**config.mk**
```make
export PLATFORM = sky130hd
export DESIGN_NAME = half_add_flat
export DESIGN_NICKNAME = d
export VERILOG_FILES = /design/src/rtl/half_add_if.sv /design/src/rtl/half_add.sv /design/src/flat_wrapper.sv
export SDC_FILE = /design/constraint.sdc
export NUM_CORES = 1
export LEC_CHECK = 0
export BUFFER_PORTS_ARGS = -buffer_cell sky130_fd_sc_hd__buf_2
export CORE_AREA = 2 2 39 41
export DETAILED_ROUTE_END_ITERATION = 8
export DIE_AREA = 0 0 41 43
export PLACE_DENSITY = 0.39
export SYNTH_ARGS = -nofsm -noshare
export SYNTH_HDL_FRONTEND = slang
export SYNTH_SLANG_ARGS = --single-unit
export TNS_END_PERCENT = 5
```
**constraint.sdc**
```tcl
create_clock -name clk -period 2.45 [get_ports clk]
set_input_delay 0.49 -clock clk [delete_from_list [all_inputs] [get_ports clk]]
set_output_delay 0.49 -clock clk [all_outputs]
set_load 0.03 [all_outputs]
```
**src/rtl/half_add_if.sv**
```systemverilog
// half_add_if: operand/result stream bundle for the half_add stage.
//
// Parameters:
//   WIDTH      number of 1-bit lanes carried on a, b, s and c
//
// Signals:
//   in_valid   operand pair a/b is valid this cycle        (producer -> stage)
//   in_ready   stage can accept an operand pair this cycle (stage -> producer)
//   a, b       operands, one bit per lane                  (producer -> stage)
//   out_valid  s/c hold a valid result                     (stage -> consumer)
//   out_ready  consumer takes the result this cycle        (consumer -> stage)
//   s, c       per-lane sum and carry                      (stage -> consumer)
//   carry_any  OR of all c bits; only with HALF_ADD_CARRY_ANY_EN defined
//
// Modports:
//   slave      the half_add stage itself
//   master     the environment driving operands and consuming results
interface half_add_if #(
    parameter int unsigned WIDTH = 1
) ();

    logic             in_valid;
    logic             in_ready;
    logic [WIDTH-1:0] a;
    logic [WIDTH-1:0] b;
    logic             out_valid;
    logic             out_ready;
    logic [WIDTH-1:0] s;
    logic [WIDTH-1:0] c;
`ifdef HALF_ADD_CARRY_ANY_EN
    logic             carry_any;
`endif

    modport slave (
        input  in_valid,
        input  a,
        input  b,
        input  out_ready,
`ifdef HALF_ADD_CARRY_ANY_EN
        output carry_any,
`endif
        output in_ready,
        output out_valid,
        output s,
        output c
    );

    modport master (
        output in_valid,
        output a,
        output b,
        output out_ready,
`ifdef HALF_ADD_CARRY_ANY_EN
        input  carry_any,
`endif
        input  in_ready,
        input  out_valid,
        input  s,
        input  c
    );

endinterface

```
**src/rtl/half_add.sv**
```systemverilog
// half_add: registered WIDTH-lane half adder behind a valid/ready stream.
//
// Each lane computes s = a ^ b and c = a & b independently; the result is
// registered on the accepting edge, so latency is one cycle and throughput is
// one pair per cycle while the consumer keeps out_ready high. A held result
// can be replaced in the same edge it drains, so no bubble is inserted.
//
// Parameters:
//   WIDTH      number of independent lanes (>= 1); must match the bus WIDTH
//
// Ports:
//   clk        rising-edge clock
//   rst_n      asynchronous active-low reset; clears out_valid, s, c
//   bus        half_add_if.slave: in_valid/in_ready/a/b in,
//              out_valid/out_ready/s/c out
//
// Configuration macro:
//   HALF_ADD_CARRY_ANY_EN  when defined, adds bus.carry_any = |(a & b) of the
//                          accepted pair, registered alongside c.
module half_add #(
    parameter int unsigned WIDTH = 1
) (
    input  logic      clk,
    input  logic      rst_n,
    half_add_if.slave bus
);

    logic             out_valid_q, out_valid_d;
    logic [WIDTH-1:0] s_q, s_d;
    logic [WIDTH-1:0] c_q, c_d;
    logic             in_ready;
    logic             accept;

    // A slot is free when empty or when the held result leaves this cycle.
    assign in_ready = !out_valid_q || bus.out_ready;
    assign accept   = bus.in_valid && in_ready;

    always_comb begin
        out_valid_d = out_valid_q;
        s_d         = s_q;
        c_d         = c_q;
        if (accept) begin
            // Operands are only looked at on accept, so junk on a/b while
            // in_valid is low never reaches s/c.
            out_valid_d = 1'b1;
            s_d         = bus.a ^ bus.b;
            c_d         = bus.a & bus.b;
        end else if (bus.out_ready) begin
            out_valid_d = 1'b0;
        end
    end

    always_ff @(posedge clk or negedge rst_n) begin
        if (!rst_n) begin
            out_valid_q <= 1'b0;
            s_q         <= '0;
            c_q         <= '0;
        end else begin
            out_valid_q <= out_valid_d;
            s_q         <= s_d;
            c_q         <= c_d;
        end
    end

`ifdef HALF_ADD_CARRY_ANY_EN
    logic carry_any_q, carry_any_d;

    always_comb begin
        carry_any_d = carry_any_q;
        if (accept) begin
            carry_any_d = |(bus.a & bus.b);
        end
    end

    always_ff @(posedge clk or negedge rst_n) begin
        if (!rst_n) begin
            carry_any_q <= 1'b0;
        end else begin
            carry_any_q <= carry_any_d;
        end
    end

    assign bus.carry_any = carry_any_q;
`endif

    assign bus.in_ready  = in_ready;
    assign bus.out_valid = out_valid_q;
    assign bus.s         = s_q;
    assign bus.c         = c_q;

endmodule

```
**src/flat_wrapper.sv**
```systemverilog
// flat-port wrapper written by rule: the top's interface ports become plain ports
module half_add_flat 
#(
    parameter int unsigned WIDTH = 1
)
  (clk, rst_n, bus_in_valid, bus_a, bus_b, bus_out_ready, bus_in_ready, bus_out_valid, bus_s, bus_c);
  half_add_if #(.WIDTH(WIDTH)) bus_i ();
  input  logic clk;
  input  logic rst_n;
  input wire logic [$bits(bus_i.in_valid)-1:0] bus_in_valid;
  input wire logic [$bits(bus_i.a)-1:0] bus_a;
  input wire logic [$bits(bus_i.b)-1:0] bus_b;
  input wire logic [$bits(bus_i.out_ready)-1:0] bus_out_ready;
  output wire logic [$bits(bus_i.in_ready)-1:0] bus_in_ready;
  output wire logic [$bits(bus_i.out_valid)-1:0] bus_out_valid;
  output wire logic [$bits(bus_i.s)-1:0] bus_s;
  output wire logic [$bits(bus_i.c)-1:0] bus_c;
  assign bus_i.in_valid = bus_in_valid;
  assign bus_i.a = bus_a;
  assign bus_i.b = bus_b;
  assign bus_i.out_ready = bus_out_ready;
  assign bus_in_ready = bus_i.in_ready;
  assign bus_out_valid = bus_i.out_valid;
  assign bus_s = bus_i.s;
  assign bus_c = bus_i.c;
  half_add #(.WIDTH(WIDTH)) u_core (.clk(clk), .rst_n(rst_n), .bus(bus_i));
endmodule
```
==> out/metrics.yaml, run 1 <==
outcome:
  status: "completed"
power:
  p_seq_share_pct: 31.9
  p_leak_nw: 0.127
  power_uw: 191
  internal_power_uw: 136
  pwr-share-comb_pct: 22.7
  clock_power_share_pct: 45.4
  vdd.ir_drop.worst_mv: 0.167
  swShare_pct: 28.6
  net-switching-power_uw: 54.6
  powerDensity_nw_per_um2: 807
routing:
  route.detailed.drc: 0
  vias_per_cell: 3.03
  dr.pass1.iters: 2
  vias: 115
  ant_nets: 0
  wl_um: 308
  drtIter0Drc: 1
  wl_per_cell_um: 8.11
synthesis:
  syn_area_per_cell_um2: 16.1
  synth_seq_area_share_pct: 51.7
  async_reset_ff_share_pct: 100
  syn-num-nets: 16
  ys.flop_type: "dfrtp_1"
  synth_edf_count: 0
  synthTopCellsByArea: "dfrtp_1, mux2_4, nand2b_4"
  synth_most_common_cell: "dfrtp_1"
  synthDistinctLibCells: 6
  synth_top_cell_by_area: "dfrtp_1"
  syn-cell-area_um2: 145
  synthCells: 9
  ys_ff_latch: 3
  netlist_top_cells_count: "dfrtp_1, mux2_4"
  synth_top_area_share_pct: 51.7
  ys_warn_count: 0
place:
  io_buffers: 9
  gp_congestion: 0.565
setup_path:
  rrSetupSlack_ns: 1.48
  arrival_ns: 0.91
  cp_cell_sequence: "nand2b_4 > buf_2"
  endpoint: "bus_in_ready"
  crit_start: "u_core.bus.out_valid$_DFFE_PN0P_"
  critPathLaunchType: "flip-flop"
  crit_slowest_cell: "dfrtp_1"
  criticalPathCategory: "flip-flop to primary output"
  worstRegToRegCells: 3
  worst_r2r_startpoint: "u_core.bus.out_valid$_DFFE_PN0P_"
  required_ns: 1.96
  cp-end-kind: "primary output"
  cp_slowest_stage_delay_ns: 0.40
  timing.rr.end: "u_core.bus.c$_DFFE_PN0P_"
  cp_max_fo: 3
timing:
  fin_tns_setup_ns: 0
  finalHoldViolations: 0
  final.min_clock_period_ns: 1.40
  period_share_pct: 57.2
  grt_setup_unrepaired: "false"
  slew_violations: 0
  slew_headroom_pct: 89.5
  skew_ns: 0.00131
  worstMarginPinSlew_ns: 0.159
  setup_violations: 0
  max_freq_mhz: 713
run:
  drv_cap: 0
floorplanning:
  dieArea_um2: 1760
  die_height_um: 43
  start_util_pct: 10.5
  core-area_um2: 1380
  io_pins: 10
  num_rows: 14
  die_w_um: 41
global_route:
  grt_usage_pct: 5.34
  antenna_found_initial: 0
  grt_max_degree: 4
  grt_pass1_vias: 132
  grt_overflow: 0
  grt_pass1_wl_um: 510
clocking:
  insertion_delay_ns: 0.23
  post_cts_buffers: 0
  tritoncts: "yes"
  cts_resized: 0
  cts_root_buf: "clkbuf_4"
  cts-htree-levels: 1
  cts_sinks: 3
  path_clk_slew_ns: 0.04
  cts_max_path_buffers: 2
  hold_buffers: 0
  cts-buffers-inserted: 3
cells_and_area:
  diodes: 0
  syn2layout_area_growth_pct: 62.9
  fill_cells: 155
  layout-drive-gt1-share_pct: 72.7
  nNetsFinal: 30
hold_path:
  hp-class: "input port to asynchronous set/reset pin"
==> metrics by stage <==
step	utilization, %	cell area [µm²]	worst slack [ns]	hold slack (ns)	std cells
finish	17.1	236	1.05	0.0446	38
global route	17.1	236	0.989	0.0292	38
CTS	17.1	236	1.03	0.0377	38
detailed placement	15.2	210	1.07	0.288	34
global placement	15.2	210	1.07	0.286	34
floorplan	-	145	1.24	0.194	9
==> cells by family (layout without fill, tap and decap cells) <==
logic type	Yosys count	after routing	synth area share [%]
multiplexers	2	2	20.7
flip-flops	3	3	51.7
buffers and inverters	0	13	0
AND/OR/NAND/NOR	3	3	19.0
adder cells (fa/ha/maj)	1	1	8.62
==> how the worst min path moves through the flow <==
stage	depth (start not counted)	from	slack, ns	to
detailed placement	1	rst_n	0.29	u_core.bus.out_valid$_DFFE_PN0P_
floorplan	0	rst_n	0.19	u_core.bus.c$_DFFE_PN0P_
global route	1	rst_n	0.03	u_core.bus.out_valid$_DFFE_PN0P_
CTS	1	rst_n	0.04	u_core.bus.out_valid$_DFFE_PN0P_
finish	1	rst_n	0.04	u_core.bus.out_valid$_DFFE_PN0P_
global placement	1	rst_n	0.29	u_core.bus.c$_DFFE_PN0P_
==> routing by layer <==
metal	vias to the layer above	global-route usage, %	wire length, µm
met5	-	0	0
met4	0	8.00	22
li1	56	-	-
met1	43	5.54	143
met2	12	4.69	84
met3	4	4.71	58
==> state kept, by name, summed over array words and instances, names as in the netlist <==
name and count:
u_core.bus.c 1, u_core.bus.s 1, u_core.bus.out_valid 1
==> cell usage in the layout (no fill, tap or decap), drive strengths merged <==
cell and count:
nand2b 1, buf 9, or2b 1, clkbuf 4
mux2 2, ha 1, nand2 1, dfrtp 3
==> worst max-delay path, delay by kind of cell, from the launching register on <==
family                 cells  cell delay (ns)
buffers and inverters      1             0.19
AND/OR/NAND/NOR            1             0.09
flip-flops                 1             0.40
==> power by group through the flow <==
stage | Clock [mW] | Sequential (mW) | Combinational [mW]
3_3_place_gp | 0 | 0.0610 | 0.0431
4_1_cts | 0.0917 | 0.0608 | 0.0440
5_1_grt | 0.0981 | 0.0613 | 0.0468
6_report | 0.0867 | 0.0608 | 0.0433
3_5_place_dp | 0 | 0.0614 | 0.0439
2_1_floorplan | 0 | 0.0737 | 0.0164
==> final cells by class <==
type	count	area, µm²	share of cell area [%]
Clock buffer	4	26.3	11.1
Multi-Input combinational cell	6	70.1	29.6
Sequential cell	3	75.1	31.7
Tap cell	16	20.0	8.47
Timing Repair Buffer	9	45.0	19.0
(Power assumes the default switching activity.)
==> run 2: changes to the inputs <==
--- a/config.mk
+++ b/config.mk
@@ -5,11 +5,12 @@
 export SDC_FILE = /design/constraint.sdc
 export NUM_CORES = 1
 export LEC_CHECK = 0
+export ABC_AREA = 1
 export BUFFER_PORTS_ARGS = -buffer_cell sky130_fd_sc_hd__buf_2
 export CORE_AREA = 2 2 39 41
 export DETAILED_ROUTE_END_ITERATION = 8
 export DIE_AREA = 0 0 41 43
-export PLACE_DENSITY = 0.39
+export PLACE_DENSITY = 0.38
 export SYNTH_ARGS = -nofsm -noshare
 export SYNTH_HDL_FRONTEND = slang
 export SYNTH_SLANG_ARGS = --single-unit
==> constraint.sdc (replaced) <==
create_clock -name clk -period 1.3 [get_ports clk]
set_input_delay 0.26 -clock clk [delete_from_list [all_inputs] [get_ports clk]]
set_output_delay 0.26 -clock clk [all_outputs]
set_load 0.03 [all_outputs]
==> run 2 against run 1 <==
Combinational power up 89%. Routed wire length rose by 17%. Design area increased by 3.2%. Total power is 88% higher. Register-to-register slack worse by 0.94 ns. Clock-buffer cell count unchanged. Sequential power is 88% higher. Synthesized area is 1.7% lower. Clock power increased by 88%. Synthesized cell count increased by 56%. Critical path depth unchanged. Via count increased by 35%. Largest cell class unchanged.
==> out/metrics.yaml, run 2 <==
synthesis:
  syn-num-nets: 21  # +5
  synth_most_common_cell: "nand2_1"
  synth_top_area_share_pct: 52.6  # +0.91 points
  ys_ff_latch: 3  # unchanged
  synthTopCellsByArea: "dfrtp_1, nand2_4, nand2_1"
  synth_edf_count: 0  # unchanged
  syn_area_per_cell_um2: 10.2  # -37%
  synth_top_cell_by_area: "dfrtp_1"
  synthCells: 14  # +5
  synth_seq_area_share_pct: 52.6  # +0.91 points
  ys_warn_count: 0  # unchanged
  async_reset_ff_share_pct: 100  # unchanged
  syn-cell-area_um2: 143  # -1.7%
  netlist_top_cells_count: "nand2_1, dfrtp_1, nand2_4, nand3_1"
  ys.flop_type: "dfrtp_1"
  synthDistinctLibCells: 6  # unchanged
routing:
  vias: 155  # +35%
  wl_um: 360  # +17%
  vias_per_cell: 3.52  # +16%
  route.detailed.drc: 0  # unchanged
  wl_per_cell_um: 8.18  # +0.94%
  dr.pass1.iters: 4  # +2
  drtIter0Drc: 4  # +3
  ant_nets: 0  # unchanged
floorplanning:
  dieArea_um2: 1760  # unchanged
  num_rows: 14  # unchanged
  core-area_um2: 1380  # unchanged
  start_util_pct: 10.3  # -0.18 points
  io_pins: 10  # unchanged
  die_w_um: 41  # unchanged
  die_height_um: 43  # unchanged
timing:
  fin_tns_setup_ns: 0  # unchanged
  max_freq_mhz: 835
  final.min_clock_period_ns: 1.20
  worstMarginPinSlew_ns: 0.158  # -0.00140 ns
  finalHoldViolations: 0  # unchanged
  period_share_pct: 92.2
  grt_setup_unrepaired: "false"
  slew_violations: 0  # unchanged
  setup_violations: 0  # unchanged
  hold_slack_ns: 0.295  # +0.250 ns
  slew_headroom_pct: 89.5  # +0.093 points
  skew_ns: 0.00128  # -0.0000215 ns
clocking:
  tritoncts: "yes"
  cts-buffers-inserted: 3  # unchanged
  hold_buffers: 1  # +1
  path_clk_slew_ns: 0.04  # about the same
  insertion_delay_ns: 0.23  # about the same
  cts_resized: 0  # unchanged
  cts_max_path_buffers: 2  # unchanged
  cts-htree-levels: 1  # unchanged
  cts_sinks: 3  # unchanged
  cts_root_buf: "clkbuf_4"
  post_cts_buffers: 0  # unchanged
setup_path:
  endpoint: "bus_in_ready"
  criticalPathCategory: "flip-flop to primary output"
  critPathLaunchType: "flip-flop"
  worst_r2r_startpoint: "u_core.bus.out_valid$_DFFE_PN0P_"
  worstRegToRegCells: 4  # +1
  required_ns: 1.04  # -0.92 ns
  cp-end-kind: "primary output"
  cp_max_fo: 5  # +2
  timing.rr.end: "u_core.bus.s$_DFFE_PN0P_"
  arrival_ns: 0.94  # +0.03 ns
  crit_start: "u_core.bus.out_valid$_DFFE_PN0P_"
  rrSetupSlack_ns: 0.54  # -0.94 ns
cells_and_area:
  multi_input_area_um2: 63.8  # -8.9%
  final_area_um2: 244  # +3.2%
  nNetsFinal: 36  # +20%
  fill_cells: 161  # +3.9%
  seq_area_um2: 75.1  # unchanged
  syn2layout_area_growth_pct: 71.1
  layout_common_cells: "buf_2, nand2_1, clkbuf_4, dfrtp_1"
  layout_commonest_cell: "buf_2"
  layout-drive-gt1-share_pct: 53.6  # -19 points
  diodes: 0  # unchanged
place:
  io_buffers: 9  # unchanged
  place_area_um2: 208  # -1.2%
  gp_congestion: 0.583  # +3.3%
run:
  drv_cap: 0  # unchanged
outcome:
  status: "completed"
global_route:
  grt_usage_pct: 5.54  # +0.20 points
  grt_pass1_vias: 140  # +6.1%
  grt_overflow: 0  # unchanged
  grt_max_degree: 6  # +2
  antenna_found_initial: 0  # unchanged
  grt_pass1_wl_um: 538  # +5.5%
power:
  internal_power_uw: 248  # +82%
  pwr-share-comb_pct: 22.8  # about the same
  vdd.ir_drop.worst_mv: 0.213  # +27%
  p_leak_nw: 0.138  # +8.6%
  swShare_pct: 30.8  # +2.2 points
  net-switching-power_uw: 111  # +100%
  p_seq_share_pct: 31.9  # about the same
  clock_power_share_pct: 45.4  # about the same
  powerDensity_nw_per_um2: 1470  # +82%
hold_path:
  hp-class: "input port to flip-flop"
-- run 2: cell count changes in the layout (fill, tap and decap cells not counted) --
cell           change
mux2_4             -2
nand2b_4           -1
nand2_2            -1
nand2_1            +5
or2b_1             -1
nand2_4            +2
inv_2              +1
dlygate4sd3_1      +1
nand3_1            +2
-- run 2: how the worst min path moves through the flow --
stage,from,depth (start not counted),to
after global placement,rst_n,1,u_core.bus.out_valid$_DFFE_PN0P_
after floorplan,rst_n,0,u_core.bus.c$_DFFE_PN0P_
after detailed placement,rst_n,1,u_core.bus.c$_DFFE_PN0P_
after CTS,bus_in_valid,3,u_core.bus.out_valid$_DFFE_PN0P_
final,bus_in_valid,3,u_core.bus.out_valid$_DFFE_PN0P_
after global routing,bus_in_valid,3,u_core.bus.out_valid$_DFFE_PN0P_
-- run 2: final cells by class --
type	instances	share of cell area (%)
multi-input combinational	10	26.2
sequential	3	30.8
timing repair buffer	10	22.6
clock buffer	4	10.8
tap	16	8.21
inverter	1	1.54
-- run 2: kinds of logic (layout without fill, tap and decap cells) --
| group | count (synthesis) | count (layout) | synth area share [%] |
|---|---|---|---|
| adder cells (fa/ha/maj) | 1 | 1 | 8.77 |
| buffers and inverters | 1 | 15 | 2.63 |
| flip-flops | 3 | 3 | 52.6 |
| AND/OR/NAND/NOR | 9 | 9 | 36.0 |
-- run 2: metal layers --
layer	up-vias	part of all wire (%)	GRT usage, %
met5	-	0	0
met4	0	5.8	8.00
met3	4	17	4.71
met2	14	32	5.63
met1	66	45	5.19
li1	71	-	-
-- run 2: metrics by stage --
| stage | cells | util (%) | total power [mW] | setup WS, ns |
|---|---|---|---|---|
| 6_report | 44 | 17.6 | 0.359 | 0.102 |
| 5_1_grt | 44 | 17.6 | 0.386 | 0.0617 |
| 4_1_cts | 44 | 17.6 | 0.369 | 0.0916 |
| 3_5_place_dp | 39 | 15.0 | 0.196 | 0.346 |
| 3_3_place_gp | 39 | 15.0 | 0.193 | 0.358 |
| 2_1_floorplan | 14 | - | 0.166 | 0.336 |
-- run 2: power groups by stage --
stage	registers [mW]	clock network, mW	logic [mW]
after global placement	0.114	0	0.0792
final	0.114	0.163	0.0818
after CTS	0.114	0.172	0.0826
after global routing	0.116	0.181	0.0898
after detailed placement	0.116	0	0.0801
after floorplan	0.139	0	0.0264
-- run 2: worst max-delay path, cell delays in order, from the launching register on --
cell,delay (ns)
dfrtp_1,0.40
nand2_4,0.11
buf_2,0.20
